==> config.mk <==
export PLATFORM = sky130hd
export DESIGN_NAME = fn3_rr_sched
export DESIGN_NICKNAME = d
export VERILOG_FILES = /design/src/rtl/fn3_pkg.sv /design/src/rtl/fn3_unit.sv /design/src/rtl/fn3_rr_sched.sv
export SDC_FILE = /design/constraint.sdc
export NUM_CORES = 1
export LEC_CHECK = 0
export ABC_AREA = 1
export CORE_AREA = 5 5 49 51
export CTS_CLUSTER_SIZE = 12
export DETAILED_ROUTE_END_ITERATION = 10
export DIE_AREA = 0 0 54 56
export GPL_ROUTABILITY_DRIVEN = 0
export HOLD_SLACK_MARGIN = 0.15
export PLACE_DENSITY = 0.81
export SLEW_MARGIN = 20
export SYNTH_ARGS = -nofsm -noshare
export SYNTH_HDL_FRONTEND = slang
export SYNTH_SLANG_ARGS = --single-unit
==> constraint.sdc <==
create_clock -name clk -period 5.4 [get_ports clk]
set_clock_uncertainty 0.05 [all_clocks]
set_input_delay 1.08 -clock clk [delete_from_list [all_inputs] [get_ports clk]]
set_output_delay 1.08 -clock clk [all_outputs]
set_load 0.005 [all_outputs]
==> src/rtl/fn3_pkg.sv <==
// fn3_pkg: shared constants, types and the reference 3-input function
// used by the round-robin scheduler and its bench.
package fn3_pkg;

    // Function select encodings carried on req_sel.
    localparam logic FN_PARITY = 1'b0;
    localparam logic FN_AND3   = 1'b1;

    // Response register occupancy.
    typedef enum logic {
        ST_EMPTY = 1'b0,
        ST_FULL  = 1'b1
    } rsp_state_t;

    // Parity for FN_PARITY, three-way AND for FN_AND3.
    function automatic logic fn3_eval(
        input logic a,
        input logic b,
        input logic c,
        input logic sel
    );
        return (sel == FN_AND3) ? (a & b & c) : (a ^ b ^ c);
    endfunction

endpackage

==> src/rtl/fn3_unit.sv <==
// fn3_unit: combinational 3-input function unit (parity / AND3).
// Ports: a, b, c operands; sel function select; o1 result.
module fn3_unit
    import fn3_pkg::*;
(
    input  logic a,
    input  logic b,
    input  logic c,
    input  logic sel,
    output logic o1
);

    // Kept as its own module so a gate-level version can drop in.
    assign o1 = fn3_eval(a, b, c, sel);

endmodule

==> src/rtl/fn3_rr_sched.sv <==
// fn3_rr_sched: round-robin share of one fn3_unit among N_REQ requesters,
// with a registered, backpressured response. Optional grant counters
// are built when the FN3_SCHED_STATS_EN macro is defined.
// Ports: clk, rst_n (async, active-low); req_valid/req_ready handshake
// with req_a/b/c/sel operands; rsp_valid/rsp_ready with rsp_o1, rsp_id;
// gnt_cnt (stats build only) packs one CNT_W counter per requester.
module fn3_rr_sched
    import fn3_pkg::*;
#(
    parameter int N_REQ = 4,
    parameter int CNT_W = 8
) (
    input  logic                      clk,
    input  logic                      rst_n,
    input  logic [N_REQ-1:0]          req_valid,
    output logic [N_REQ-1:0]          req_ready,
    input  logic [N_REQ-1:0]          req_a,
    input  logic [N_REQ-1:0]          req_b,
    input  logic [N_REQ-1:0]          req_c,
    input  logic [N_REQ-1:0]          req_sel,
    output logic                      rsp_valid,
    input  logic                      rsp_ready,
    output logic                      rsp_o1,
    output logic [$clog2(N_REQ)-1:0]  rsp_id
`ifdef FN3_SCHED_STATS_EN
    ,
    output logic [N_REQ*CNT_W-1:0]    gnt_cnt
`endif
);

    localparam int ID_W = $clog2(N_REQ);

    rsp_state_t      state_q;
    rsp_state_t      state_d;

    logic [ID_W-1:0] ptr;
    logic [ID_W-1:0] win;
    logic [ID_W-1:0] nxt_ptr;
    logic            found;
    logic            can_accept;
    logic            grant;

    logic            win_a;
    logic            win_b;
    logic            win_c;
    logic            win_sel;
    logic            fn_o1;

    assign rsp_valid  = (state_q == ST_FULL);
    assign can_accept = !rsp_valid || rsp_ready;

    // Scan req_valid starting at ptr, wrapping; first hit wins.
    always_comb begin
        logic [ID_W-1:0] cand;
        int              j;
        win   = '0;
        found = 1'b0;
        cand  = '0;
        j     = 0;
        for (int i = 0; i < N_REQ; i++) begin
            j = int'(ptr) + i;
            if (j >= N_REQ) begin
                j = j - N_REQ;
            end
            cand = ID_W'(j);
            if (!found && req_valid[cand]) begin
                found = 1'b1;
                win   = cand;
            end
        end
    end

    // rst_n gates the grant so nothing is accepted while in reset.
    assign grant     = rst_n && can_accept && found;
    assign req_ready = grant ? (N_REQ'(1) << win) : '0;

    assign nxt_ptr = (win == ID_W'(N_REQ - 1)) ? '0 : win + ID_W'(1);

    assign win_a   = req_a[win];
    assign win_b   = req_b[win];
    assign win_c   = req_c[win];
    assign win_sel = req_sel[win];

    fn3_unit u_fn3 (
        .a   (win_a),
        .b   (win_b),
        .c   (win_c),
        .sel (win_sel),
        .o1  (fn_o1)
    );

    always_ff @(posedge clk or negedge rst_n) begin
        if (!rst_n) begin
            state_q <= ST_EMPTY;
        end else begin
            state_q <= state_d;
        end
    end

    // A grant always (re)fills the register, even while draining.
    always_comb begin
        state_d = state_q;
        unique case (state_q)
            ST_EMPTY: begin
                if (grant) begin
                    state_d = ST_FULL;
                end
            end
            ST_FULL: begin
                if (grant) begin
                    state_d = ST_FULL;
                end else if (rsp_ready) begin
                    state_d = ST_EMPTY;
                end
            end
        endcase
    end

    // Result and id hold their values once drained.
    always_ff @(posedge clk or negedge rst_n) begin
        if (!rst_n) begin
            rsp_o1 <= 1'b0;
            rsp_id <= '0;
            ptr    <= '0;
        end else if (grant) begin
            rsp_o1 <= fn_o1;
            rsp_id <= win;
            ptr    <= nxt_ptr;
        end
    end

`ifdef FN3_SCHED_STATS_EN
    for (genvar i = 0; i < N_REQ; i++) begin : g_cnt
        logic [CNT_W-1:0] cnt_q;

        // Saturating: sticks at all-ones.
        always_ff @(posedge clk or negedge rst_n) begin
            if (!rst_n) begin
                cnt_q <= '0;
            end else if (req_ready[i] && (cnt_q != '1)) begin
                cnt_q <= cnt_q + CNT_W'(1);
            end
        end

        assign gnt_cnt[i*CNT_W +: CNT_W] = cnt_q;
    end
`else
    // CNT_W only sizes the counters; nothing to build here.
    if (CNT_W < 1) begin : g_cnt_w_unused
    end
`endif

endmodule

==> results.md, run 1 <==
- By count the netlist is led by 40 x sky130_fd_sc_hd__nand2_1, 20 x sky130_fd_sc_hd__inv_1, 11 x sky130_fd_sc_hd__nand2_2.
- Of all cell types, the one taking the most synthesized area is sky130_fd_sc_hd__dfrtp_1.
- The element type at the critical path start is a primary input.
- The number of nets in the synthesized netlist is roughly 170.
- Entering global routing, the biggest net connects 13 pins.
- The worst slew slack as a fraction of its limit is 53.34%.
- The maximum fanout along the worst path is 12.
- The fraction of registers with async set/reset is 100.0%.
- The die width is 54 µm.
- The biggest cell delay along the critical path is between 0.5 and 0.6 ns.
- The top-area cell type share of the netlist area is ~17%.
- The data arrival time at the worst-slack endpoint is roughly 3.4 ns.
- The total placed instance area is about 1200 µm².
- The slowest stage of the critical path belongs to the cell sky130_fd_sc_hd__clkdlybuf4s50_1.
- The post-CTS clock slew at the launch and capture registers of the worst setup and hold paths is 0.04 ns.
- After clock tree synthesis, the setup repair step added 0 buffers.
- The clock tree from TritonCTS is built.
- The final sum of negative setup slack is 0 ns.
- The DRC violations left is 0.
- For this run, the post-layout net count is 198.
- The total number of placement rows is 16.
- The clock latency on the worst-skew pair is 0.25 ns.
- Using the TritonRoute via totals, the vias-per-cell ratio works out to 4.738.
- For this run, the top clock speed supported by timing is between 0.2 and 0.25 GHz.
- Buffers inserted to repair hold after CTS numbered 0.
- Internal power comes to approximately 360 µW.
- At the pin with the least slew margin, the transition time is 0.6952 ns.
- The most frequently used cell type in the post-synthesis netlist is sky130_fd_sc_hd__nand2_1.
- The number of global-route vias before repair came to 921.
- Compared with the post-synthesis result, the final layout area differs by 37.20%.
- The total via count after detailed routing is slightly above 900.
- The cell occurring most often along the worst timing path is sky130_fd_sc_hd__inv_1.
- The count of flip-flops with a built-in enable after synthesis is 0.
- Yosys printed 0 warnings.
- The run finished with clean final reports.
- The minimum period implied by the final worst setup slack is around 4.5 ns.
- The number of endpoints failing setup at the final stage is 0.
- Before antenna repair, the detailed router went through 4 iterations.
- The final routed wire length divided by cell count is ~11 µm.
- IR analysis of the VDD net gives a maximum drop of around 0.34 mV.
- Power spread over the standard cell area amounts to about 700 nW/µm².
- Wires add up to between 2 and 2.5 mm.
- For this design the top-level I/O count stands at 31.
- The class of the worst hold path is flop to flop.
- The most common flop cell mapped by yosys is sky130_fd_sc_hd__dfrtp_1.
- The switching power is between 400 and 500 µW.
- Input and output buffers added on the ports amount to 30.
- The final count of hold timing violations was 0.
- The initial antenna violation count is 0.
- Cells with a size suffix above 1 make up 19.64% of the layout.
- Across the run, the number of max-cap violations was 0.
- The leakage component of the power is between 0.0006 and 0.0007 µW.
- The signal on the critical path passes through clkdlybuf4s50_1 -> inv_1 -> nand2_1 -> nand3_1 -> nand2_1 -> inv_1 -> nand3_4 -> nand3_2 -> inv_2 -> ha_1 -> inv_1 -> nor2_1 -> clkdlybuf4s50_1.
- The mean post-synth cell area is around 6.4 µm².
- Sorting the synthesized cells by area gives the leading types as sky130_fd_sc_hd__dfrtp_1 17%, sky130_fd_sc_hd__nand2_1 17%, sky130_fd_sc_hd__nand3_2 9.1%.
- The number of clock sinks is 6.
- The DRC marker count from the first detailed-route iteration is 15.
- The critical path contains buffers and inverters numbering 6 combined.
- Per report_power, the sequential group accounts for between 10% and 20% of the total.
- For this run the aggregate overflow at the end of global routing stands at 0.
- The kind of cell with the highest combined delay on the critical path is buffers and inverters.
- CTS placed an instance of sky130_fd_sc_hd__clkbuf_4 at the clock tree root.
- The post-synthesis instance total is between 100 and 150.
- Once detailed placement completed, the half-perimeter wirelength came to between 1.5 and 2 mm.
- The kind of end point of the critical path is an output pin.
- The height of the die is 56 µm.
- The longest clock path from root to sink contains 2 buffers.
- The critical path class is primary input to output pin.
- The final count of pins violating max slew was 0.
- In this run, the combinational gates consume 83.8% of the power.
- Buffers inserted during clock tree synthesis total 3.
- The floorplan step defined a die boundary enclosing just over 3000 µm².
- Setup repair after global routing left no endpoint under its margin.
- CTS built an H-tree with a depth of 1.
- The antenna diode count is 0.
- The clock network fraction of total power is under 10%.
- Counting distinct cell types in the post-synthesis netlist gives 18.
- After clock tree synthesis, the repair step resized 0 gates.
- The cell area that synthesis handed to floorplanning was slightly below 900 µm².
- The global-route wire length before repair is 3.657 mm.
- The core area is ~1900 µm².
- The post-synthesis sequential element count is 6.
- The global-route usage over all layers is between 10% and 20%.
- In the finished design, the share of the clock period the worst path needs comes to a little over four fifths.
- The sequential-to-total area share from yosys stat is around 17%.
- The summed area of non-filler cells in the final layout is 1214 µm².
- Once detail routing completed, the nets flagged for antenna violations numbered 0.
- The worst path required time is around 4.3 ns.
- Net switching is 57.01% of the power.
- The starting density of the core is between 40% and 50%.
path summary, 6_finish.rpt:
check                             start           end  slack, ns  cells after the start
max                        req_valid[2]  req_ready[3]       0.88                     13
min                           rsp_id[1]     rsp_id[1]       0.45                      2
max reg2reg                      ptr[0]        rsp_o1       2.58                     16
min reg2reg                   rsp_id[1]     rsp_id[1]       0.45                      2
max in group asynchronous         rst_n     rsp_valid       4.02                      1
min in group asynchronous         rst_n     rsp_id[0]       1.03                      1
through the flow:
step | hold slack, ns | worst slack (ns) | cells | power [µW] | utilization [%]
3_5_place_dp | 0.4490 | 0.9110 | 192 | 800.4 | 62.63
6_report | 0.4507 | 0.8776 | 195 | 846.7 | 63.82
3_3_place_gp | 0.4244 | 0.9768 | 192 | 782.6 | 62.63
2_1_floorplan | 0.4226 | 2.106 | 138 | 659.1 | -
4_1_cts | 0.4621 | 0.8924 | 195 | 851.2 | 63.82
5_1_grt | 0.4815 | 0.6899 | 195 | 944.9 | 63.82
final cells by class:
class | instances | area, µm²
Fill cell | 168 | 688.2
Multi-Input combinational cell | 104 | 613.1
Timing Repair Buffer | 30 | 300.3
Sequential cell | 6 | 150.1
Inverter | 25 | 93.84
Tap cell | 27 | 33.78
Clock buffer | 3 | 22.52
cells by family (layout without fill, tap and decap cells):
family,count (synthesis),in the layout,share of synthesized area [%]
flops,6,6,16.97
fa+ha+maj,5,5,7.072
buf+inv,28,58,13.72
simple gates,85,85,54.03
compound gates,14,14,8.203
metal layers:
layer / up-vias / global-route usage (%) / wire length (µm)
met5: - / 0 / 0
met4: 0 / 4.270 / 21
met3: 2 / 2.413 / 73
met2: 19 / 27.16 / 1121
met1: 410 / 18.51 / 938
li1: 493 / - / -
placed cells by master, fill, tap and decap left out, drive strengths merged:
cell type	synthesis	layout
o21ai	12	12
nand4	5	5
clkdlybuf4s50	0	30
nand3	16	16
o22ai	2	2
clkbuf	0	3
nor2	9	9
dfrtp	6	6
ha	5	5
inv	25	25
nand2	55	55
flip-flops by register name (all words and copies together) (netlist names):
register   cells
ptr            2
rsp_id         2
rsp_o1         1
rsp_valid      1
worst reg2reg max path, delay by kind of cell, from the launching register on:
| kind | cells | cell delay [ns] |
|---|---|---|
| buffers and inverters | 2 | 0.30 |
| flip-flops | 1 | 0.65 |
| AO/OA/AOI/OAI | 2 | 0.28 |
| AND/OR/NAND/NOR | 11 | 1.10 |
| adder cells (fa/ha/maj) | 1 | 0.31 |
power groups by stage:
stage | clock (µW) | sequential (µW) | combinational [µW]
floorplan | 0 | 81.2 | 578
global placement | 0 | 93.4 | 689
detailed placement | 0 | 95.5 | 705
CTS | 43.6 | 94.7 | 713
global route | 48.4 | 97.4 | 799
finish | 41.8 | 95.2 | 710
No activity file was read; power rests on OpenSTA's default activity.
==> inputs of run 2 (changes only) <==
Settings changed: CORE_AREA 5 5 49 51 to 5 5 54 56, DIE_AREA 0 0 54 56 to 0 0 59 61, PLACE_DENSITY 0.81 to 0.69.
Clock period 5.4 ns to 3.75 ns, I/O delays scaled along.
==> results.md, run 2 (synthesis gave the netlist of run 1 again) <==
- The flow ran to the end, and the final reports show no timing, DRC or antenna violations.
- For this design the top-level I/O count stands at 31.
- The global-route usage over all layers is about an eighth.
- The number of antenna diodes in the final layout is 0.
- STA classifies the critical path endpoint as an output pin.
- The critical path class is primary input to output pin.
- The floorplan step defined a die boundary enclosing 3599 µm².
- The share of cells above drive strength 1 is roughly a quarter.
- The post-CTS clock slew at the launch and capture registers of the worst setup and hold paths is about 0.040 ns.
- The total number of placement rows is 18.
- The core area is roughly 2400 µm².
- TritonCTS built the clock tree.
- The worst pin sits at a relative slew slack of a little over 80%.
- The final routed wire length divided by cell count is around 11 µm.
- In this run the critical register-to-register path is captured at rsp_o1.
- The cell with the largest stage delay on the worst path is sky130_fd_sc_hd__clkdlybuf4s50_1.
- The final cell count without fillers is around 210.
- Across the run, the number of max-cap violations was 0.
- The min-delay analysis places its worst path in the category flop to flop.
- The count of buffers added on input and output ports is 30.
- The final count of hold timing violations is 0.
- The first TritonRoute pass finished after 4 iterations.
- The total placed instance area is about 1200 µm².
- The sum of overflow across all layers after global routing is 0.
- After routing, the total negative slack on setup checks comes to 0 ns.
- The number of cells on the worst reg-to-reg path is 17.
- In this run the critical register-to-register path is launched from ptr[0].
- The setup check on the worst reg-to-reg path leaves a slack of between 1 and 1.5 ns.
- Detailed placement ended at an HPWL of between 1.5 and 2 mm.
- The number of clock sinks is 6.
- The share of the clock period used by the worst path is between 90 and 100%.
- The clock latency on the worst-skew pair is about 0.23 ns.
- The biggest cell delay along the critical path is between 0.5 and 0.6 ns.
- Buffers inserted to repair hold after CTS numbered 0.
- The worst supply voltage drop on vdd is approximately 0.56 mV.
- The library cell used most frequently in the layout, excluding fill and tap cells, is sky130_fd_sc_hd__nand2_1.
- At the pin with the least slew margin, the transition time is between 0.2 and 0.3 ns.
- The final count of pins violating max slew was 0.
- The average vias per placed instance is just under 5.
- The root cell of the clock tree is sky130_fd_sc_hd__clkbuf_4.
- In the layout the commonest cells are 40 x sky130_fd_sc_hd__nand2_1, 27 x sky130_fd_sc_hd__clkdlybuf4s50_1, 18 x sky130_fd_sc_hd__inv_1, 11 x sky130_fd_sc_hd__nand2_2, 9 x sky130_fd_sc_hd__o21ai_0.
- Entering global routing, the biggest net connects 10 pins.
- The signal on the critical path passes through clkdlybuf4s50_1 -> inv_1 -> nand2_1 -> nand3_1 -> nand2_1 -> inv_2 -> nand3_1 -> nand3_2 -> nand2_4 -> ha_1 -> inv_1 -> nor2_1 -> clkdlybuf4s50_1.
- The height of the die is ~61 µm.
- The maximum fanout along the worst path is 8.
- The initial antenna violation count came to 0.
- TritonCTS created 3 clock buffers.
- The final net count is about 210.
- The number of placed instances, taps included, is 200.
- The die width is roughly 59 µm.
- Setup repair after global routing left no endpoint under its margin.
- The first routing iteration left 11 violations.
- The deepest level of the CTS H-tree is 1.
- The aggregate routed wire length is 2.338 mm.
- Across all layers, the routed design uses ~1,000 vias.
- In this run the power density over the cells is 1030 nW/µm².
- The number of global-route vias before repair came to approximately 940.
- The count of nets left with antenna violations once routing finished came out at 0.
- The leakage component of the power is slightly above 0.0007 µW.
- The worst setup path is launched from a primary input.
- The timing endpoint of the critical path is req_ready[0].
- Static timing analysis puts the maximum clock frequency at 0.2780 GHz.
- Overall power consumption after layout is estimated at between 1000 and 1500 µW.
- After detailed routing, the number of remaining DRC violations is 0.
- STA puts the critical path data required time at about 3 ns.
- The post-route core utilization is between 50% and 60%.
- For this configuration, the core starts out at a cell density of 37.05%.
- Tracing the worst setup path back leads to its startpoint at req_valid[2].
- The minimum period implied by the final worst setup slack is 3.598 ns.
- Counting along the longest clock path gives a buffer depth of 2.
- The largest registers in the layout are ptr (2), rsp_id (2).
- Setup violations remaining at the end of the flow were counted as 0.
- Data on the critical path arrives at its endpoint at roughly 2.8 ns.
- Summing all non-filler instances in the final layout gives an area of between 1000 and 1500 µm².
- The first global-routing pass estimated around 3.7 mm of wire.
- Relative to the synthesized area, the layout overhead comes to 46.25%.
## run 2: changes by cell type in the layout (fill, tap and decap cells not counted), sizes merged
cell	delta
buf	+7
clkdlybuf4s50	-3
dlymetal6s2s	+3
## run 2: worst min path at each step
| stage | start | endpoint | slack (ns) | cells after the start |
|---|---|---|---|---|
| 6_report | rsp_id[1] | rsp_id[1] | 0.44 | 2 |
| 3_3_place_gp | rsp_o1 | rsp_o1 | 0.42 | 2 |
| 2_1_floorplan | rst_n | ptr[0] | 0.40 | 0 |
| 5_1_grt | rsp_o1 | rsp_o1 | 0.49 | 2 |
| 3_5_place_dp | rsp_id[1] | rsp_id[1] | 0.43 | 2 |
| 4_1_cts | rsp_id[1] | rsp_id[1] | 0.44 | 2 |
## run 2: per-stage QoR
stage	setup WS (ns)	hold slack, ns
finish	0.1524	0.4378
global route	0.01099	0.4863
CTS	0.02047	0.4405
detailed placement	0.05293	0.4294
global placement	0.08673	0.4203
floorplan	1.116	0.4044
## run 2: critical path: cells and delay by family
kind | cells | cell delay (ns)
AND/OR/NAND/NOR | 7 | 0.72
adder cells (fa/ha/maj) | 1 | 0.16
buffers and inverters | 5 | 1.17
## run 2: what timing repair did
item                       4_1_cts  5_1_grt
setup endpoints to repair        0        4
buffers inserted                 0        2
resized for setup                0        9
## run 2: cell type report
cell class / instances / area, µm²
Clock buffer: 3 / 22.52
Inverter: 25 / 98.84
Sequential cell: 6 / 150.1
Tap cell: 30 / 37.54
Timing Repair Buffer: 37 / 360.3
Fill cell: 257 / 1094
Multi-Input combinational cell: 104 / 624.3
## run 2: layer usage
metal  vias to the layer above  routed length, µm  global-route usage (%)  part of all wire, %
li1                        509                  -                       -                    -
met1                       454                949                   14.65                   41
met2                        29               1252                   25.08                   54
met3                         0                136                   3.830                  5.8
met4                         0                  0                   1.942                    0
met5                         -                  0                       0                    0
## run 2: power by group
group          internal [µW]  switching [µW]  total [µW]  leakage [µW]
registers               95.2            28.2         123     0.0000733
clock network           36.0            20.1        56.1     0.0000138
logic                    464             689        1150      0.000628
total                    595             737        1330      0.000715
